==> src/rtl/disp_pkg.sv <==
// Shared constants and helpers for the seven-segment display blocks.
package disp_pkg;

  localparam int DIGITS_DEF = 8;
  localparam int NIB_W      = 4;
  localparam int MAX_DIGITS = 32;

  // Active-low one-hot anode pattern with digit idx enabled; callers size-cast to their width.
  function automatic logic [MAX_DIGITS-1:0] an_onehot(input int unsigned idx);
    an_onehot = ~(MAX_DIGITS'(1) << idx);
  endfunction

endpackage

==> src/rtl/scan_prescaler.sv <==
// Free-running divider: tick is high for one cycle out of every DIV (always high when DIV == 1).
module scan_prescaler #(
  parameter int DIV = 1
) (
  input  logic clk,
  input  logic sys_rst_n,
  output logic tick
);

  localparam int CW = (DIV > 1) ? $clog2(DIV) : 1;

  logic [CW-1:0] cnt;

  assign tick = (cnt == CW'(DIV - 1));

  always_ff @(posedge clk or negedge sys_rst_n) begin
    if (!sys_rst_n) begin
      cnt <= '0;
    end else if (tick) begin
      cnt <= '0;
    end else begin
      cnt <= cnt + 1'b1;
    end
  end

endmodule

==> src/rtl/disp_scan_mux.sv <==
// Double-buffered, prescaled scan of a packed digit word onto one-hot-low anodes.
// Optional leading-zero blanking is built when LEADING_ZERO_BLANK_EN is defined.
module disp_scan_mux
  import disp_pkg::*;
#(
  parameter int DIGITS = DIGITS_DEF,
  parameter int DIV    = 100000
) (
  input  logic                    clk,
  input  logic                    sys_rst_n,
  input  logic [NIB_W*DIGITS-1:0] value,
  input  logic [DIGITS-1:0]       dp_mask,
  input  logic                    load,
  output logic [NIB_W-1:0]        digit,
  output logic                    dp,
  output logic                    blank,
  output logic [DIGITS-1:0]       an,
  output logic                    frame_done
);

  localparam int IDX_W = $clog2(DIGITS);
  localparam logic [IDX_W-1:0]  IDX_LAST = IDX_W'(DIGITS - 1);
  localparam logic [DIGITS-1:0] AN_RST   = DIGITS'(an_onehot(0));

  logic                    tick;
  logic                    frame_wrap;
  logic [IDX_W-1:0]        idx;
  logic [IDX_W-1:0]        n;
  logic                    pending;
  logic [NIB_W*DIGITS-1:0] staging_val;
  logic [DIGITS-1:0]       staging_dp;
  logic [NIB_W*DIGITS-1:0] shadow_val;
  logic [DIGITS-1:0]       shadow_dp;
  logic [NIB_W*DIGITS-1:0] shadow_val_nx;
  logic [DIGITS-1:0]       shadow_dp_nx;
  logic [NIB_W-1:0]        digit_nx;
  logic                    dp_nx;
  logic                    blank_nx;
  logic [DIGITS-1:0]       an_nx;

  scan_prescaler #(.DIV(DIV)) u_prescaler (
    .clk       (clk),
    .sys_rst_n (sys_rst_n),
    .tick      (tick)
  );

  assign frame_wrap = tick && (idx == IDX_LAST);
  assign n          = (idx == IDX_LAST) ? '0 : idx + 1'b1;

  always_ff @(posedge clk or negedge sys_rst_n) begin
    if (!sys_rst_n) begin
      idx <= '0;
    end else if (tick) begin
      idx <= n;
    end
  end

  // A load on the wrap cycle bypasses staging so it shows in the very next frame.
  always_comb begin
    shadow_val_nx = shadow_val;
    shadow_dp_nx  = shadow_dp;
    if (frame_wrap) begin
      if (load) begin
        shadow_val_nx = value;
        shadow_dp_nx  = dp_mask;
      end else if (pending) begin
        shadow_val_nx = staging_val;
        shadow_dp_nx  = staging_dp;
      end
    end
  end

  always_ff @(posedge clk or negedge sys_rst_n) begin
    if (!sys_rst_n) begin
      staging_val <= '0;
      staging_dp  <= '0;
      pending     <= 1'b0;
      shadow_val  <= '0;
      shadow_dp   <= '0;
    end else begin
      if (load) begin
        staging_val <= value;
        staging_dp  <= dp_mask;
        pending     <= !frame_wrap;
      end else if (frame_wrap) begin
        pending     <= 1'b0;
      end
      shadow_val <= shadow_val_nx;
      shadow_dp  <= shadow_dp_nx;
    end
  end

  assign digit_nx = shadow_val_nx[{n, 2'b00} +: NIB_W];
  assign dp_nx    = shadow_dp_nx[n];
  assign an_nx    = DIGITS'(an_onehot(32'(n)));

`ifdef LEADING_ZERO_BLANK_EN
  // zero_from[i]: every nibble at position i and above is zero.
  logic [DIGITS-1:0] zero_from;

  always_comb begin
    zero_from = '0;
    for (int i = DIGITS - 1; i >= 0; i--) begin
      if (i == DIGITS - 1) begin
        zero_from[i] = (shadow_val_nx[NIB_W*i +: NIB_W] == '0);
      end else begin
        zero_from[i] = (shadow_val_nx[NIB_W*i +: NIB_W] == '0) && zero_from[i+1];
      end
    end
  end

  assign blank_nx = (n != '0) && !shadow_dp_nx[n] && zero_from[n];
`else
  assign blank_nx = 1'b0;
`endif

  always_ff @(posedge clk or negedge sys_rst_n) begin
    if (!sys_rst_n) begin
      an         <= AN_RST;
      digit      <= '0;
      dp         <= 1'b0;
      blank      <= 1'b0;
      frame_done <= 1'b0;
    end else begin
      frame_done <= frame_wrap;
      if (tick) begin
        an    <= an_nx;
        digit <= digit_nx;
        dp    <= dp_nx;
        blank <= blank_nx;
      end
    end
  end

endmodule

==> config.mk <==
export PLATFORM = sky130hd
export DESIGN_NAME = disp_scan_mux
export DESIGN_NICKNAME = d
export VERILOG_FILES = /design/src/rtl/disp_pkg.sv /design/src/rtl/scan_prescaler.sv /design/src/rtl/disp_scan_mux.sv
export SDC_FILE = /design/constraint.sdc
export NUM_CORES = 1
export LEC_CHECK = 0
export ABC_CLOCK_PERIOD_IN_PS = 2180
export CORE_MARGIN = 2
export CORE_UTILIZATION = 40
export DETAILED_ROUTE_END_ITERATION = 8
export GPL_ROUTABILITY_DRIVEN = 0
export PLACE_DENSITY = 0.66
export SLEW_MARGIN = 10
export SYNTH_ARGS = -nofsm -noshare
export SYNTH_HDL_FRONTEND = slang
export SYNTH_SLANG_ARGS = --single-unit
export TNS_END_PERCENT = 10
==> constraint.sdc <==
create_clock -name clk -period 2.18 [get_ports clk]
set_input_delay 0.218 -clock clk [delete_from_list [all_inputs] [get_ports clk]]
set_output_delay 0.218 -clock clk [all_outputs]
set_load 0.05 [all_outputs]
==> out/qor.txt <==
Status -> complete, but fails checks
Failing checks -> setup timing
Syn avg cell area -> 10.09 sq um
Worst Path Max Fanout -> 10
WS Path Type -> flip-flop to flip-flop
Place WS -> -210.4 ps
CTS tree -> built
Slew at the pin closest to its max-slew limit -> 588.9 ps
Compound-Gate Fraction of Synth Area -> 17.49%
Clk_skew -> 10.69 ps
Post-synthesis mux area share -> 8.011%
Met2 Resource Use GR -> 34.34%
Crit path arrival time -> 2630 ps
Final worst-path setup slack -> -158.6 ps
Wire length per cell -> 17.62 um
MaxCap Viol Count -> 0
Root buf cell -> clkbuf_16
Most frequent cells in the layout -> dfrtp_1, buf_4, nor2_1, nand2_1, clkdlybuf4s50_1
Clock slew at reported path FFs -> 50 ps
DRC -> 0
Count of cell types in the netlist -> 56
Clock power share -> 51.3%
Non-Filler Instances -> 901
Area leader, netlist -> dfrtp_1
Synth Instances -> 568
Top cells by area, synth -> dfrtp_1, mux2_2, nor2_1
Worst Hold Launch -> load
Core Rows -> 43
Die area -> 15,300 sq um
Drt first pass iters -> 5
WHS Path Cells -> 4
Setup_tns -> -625.0 ps
GRT busiest layer -> met2
Crit path required time -> 2470 ps
IO Port Bufs -> 56
RSZ-0062 raised after global routing -> yes
Mapped Area -> 5732 sq um
Largest net degree at the start of global routing -> 59
All-Layer GR Usage -> 22.40%
Drt initial violations -> 395
H-tree depth -> 4
Vias/cell -> 5.700
CTS buffer count -> 17
Reg-to-Reg Start -> u_prescaler.cnt[12]$_DFF_PN0_
Fin crit period -> 2339 ps
CP Capture Type -> flip-flop
Most common cell after layout, fill and taps aside -> dfrtp_1
Number of synthesized flops with an enable pin -> 0
CORE AREA -> 13,930 sq um
Met1 usage -> 30.56%
Vias in the first global route -> 5,164
Initial core utilization -> 41.13%
Largest family of logic cells by synthesized area -> compound AO/OA/AOI/OAI gates
R2R Path End -> digit[2]$_DFFE_PN0N_
Pint -> 0.004137 W
DPL Wire Length -> 10,820 um
Synth-to-Final Area Change -> 38.22%
IO Count -> 58
Final hold slack -> 334.9 ps
Sequential power share -> 43.0%
Fraction of layout cells with a size suffix above 1 -> 29.96%
Clk sinks -> 115
Final nets -> 759
Fin. Hold Viols -> 0
Worst-case reg-to-reg path depth -> 9
Synth Net Count -> 619
Antenna Nets Post-Route -> 0
Synth Area in Simple Gates -> 15.91%
Tot Pwr -> 0.005255 W
Hold worst-path end -> pending$_DFFE_PN0P_
Top_reg_cell synth -> dfrtp_1
Worst VDD drop -> 0.4651 mV
Leak -> 3.448 nW
Die Ht -> 123.7 um
Critical path origin -> u_prescaler.cnt[12]$_DFF_PN0_
Worst-skew pair later-pin latency -> 420 ps
Routed via count -> 5,136
Initial antenna violation count -> 0
Switching power of the nets -> 0.001119 W
Worst slew margin -> 60.74%
Final Cycle Share -> 107.3%
Overflow after GRT -> 0
Slew Limit Fails -> 0
Switch share -> 21.29%
Maximum clock path buffer count -> 2
Ant diodes -> 0
Hold WC Path Type -> input port to flip-flop
Endpoints failing setup -> 6
Post-Route WL -> 15,870 um
Placed cell count -> 854
Post-synthesis sequential area ratio -> 50.36%
Setup crit start kind -> flip-flop
R2R setup slack -> -160 ps
Post-synthesis adder-cell area fraction -> 1.746%
Met3 usage -> 5.357%
Chip width -> 123.7 um
Register bit total from synthesis -> 115
FMAX -> 427.6 MHz
Synth top area share -> 47.15%
First-pass GRT wire length -> 26,230 um
Yosys warnings -> 0
Post-synth ARST share -> 100.0%
PD cells -> 663.3 nW/um^2
Synth Area in XOR/XNOR -> 1.834%
Comb power frac -> 5.7%
## state kept, by name, indices dropped and copies added, names as in the netlist
signal and flops:
digit 4, dp 1, frame_done 1, staging_val 32, shadow_dp 8, idx 3, an 8, shadow_val 32
staging_dp 8, pending 1, u_prescaler.cnt 17
## worst max-delay path by stage
stage,endpoint
after floorplan,digit[0]$_DFFE_PN0N_
after global placement,digit[1]$_DFFE_PN0N_
after detailed placement,digit[1]$_DFFE_PN0N_
after CTS,digit[1]$_DFFE_PN0N_
after global routing,digit[1]$_DFFE_PN0N_
final,digit[2]$_DFFE_PN0N_
## cells in the mapped netlist, types with 4 or more instances
cell type / number
buf_1: 11
inv_1: 16
o21ai_0: 27
mux2_2: 39
dfrtp_1: 108
o21ai_1: 10
and4_1: 8
a32oi_1: 12
o211ai_1: 4
a222oi_1: 4
dfstp_2: 7
buf_4: 5
nor4_1: 4
a31oi_1: 14
clkbuf_1: 18
xnor2_1: 6
ha_1: 8
nand4_1: 4
nor2b_1: 6
nor3_1: 6
a41oi_1: 5
o22ai_1: 25
a22oi_1: 9
buf_2: 6
nand3_1: 7
a21oi_1: 25
nor2_1: 61
nand2_1: 59
xor2_1: 6
## kinds of logic (layout without fill, tap and decap cells)
| family | count (synthesis) | in the layout |
|---|---|---|
| simple gates | 179 | 179 |
| compound gates | 153 | 153 |
| flops | 115 | 115 |
| buf+inv | 59 | 212 |
| mux | 41 | 41 |
| xor+xnor | 12 | 12 |
| fa+ha+maj | 8 | 8 |
| other cells | 1 | 1 |
## per-layer routing
metal / share of wire, % / wire length [um] / up-vias
li1: - / - / 2358
met1: 46 / 7246 / 2549
met2: 47 / 7392 / 196
met3: 5.6 / 893 / 33
met4: 2.1 / 340 / 0
met5: 0 / 0 / -
## worst max-delay path, cell delays in order (launching register included)
cell      delay [ps]
dfrtp_1          410
or4bb_4          550
nor4_4           280
buf_4            170
nand2_1           60
buf_6            170
a22oi_2          200
a211oi_2         110
nor3b_2          180
o31ai_1           90
## area by class of cell
cell class / instances / area [sq um]
clock buffers: 26 / 489.2
fillers: 1130 / 6012
multi-input cells: 394 / 2703
flip-flops and latches: 115 / 2887
inverters: 17 / 63.81
well taps: 180 / 225.2
clock inverters: 6 / 80.08
repair buffers: 163 / 1475
## what timing repair did
| action | 4_1_cts | 5_1_grt |
|---|---|---|
| pin swaps | 12 | 13 |
| buffers inserted | 10 | 4 |
| endpoints found under the setup margin | 6 | 34 |
| hold endpoints to repair | 41 | 0 |
| gates resized for setup | 15 | 29 |
| hold buffers | 1 | 0 |
## power by group through the flow
| stage | Sequential [W] | Combinational [W] | Clock, W |
|---|---|---|---|
| 3_3_place_gp | 0.00229 | 0.000295 | 0 |
| 2_1_floorplan | 0.00228 | 0.000123 | 0 |
| 6_report | 0.00226 | 0.000301 | 0.00270 |
| 4_1_cts | 0.00226 | 0.000303 | 0.00273 |
| 3_5_place_dp | 0.00229 | 0.000300 | 0 |
| 5_1_grt | 0.00227 | 0.000330 | 0.00284 |
## stage by stage
step           cell area (sq um)  util (%)
2_1_floorplan               5732         -
3_3_place_gp                7052     50.61
3_5_place_dp                7052     50.61
4_1_cts                     7774     55.79
5_1_grt                     7923     56.86
6_report                    7923     56.86
No activity file was read; power rests on OpenSTA's default activity.
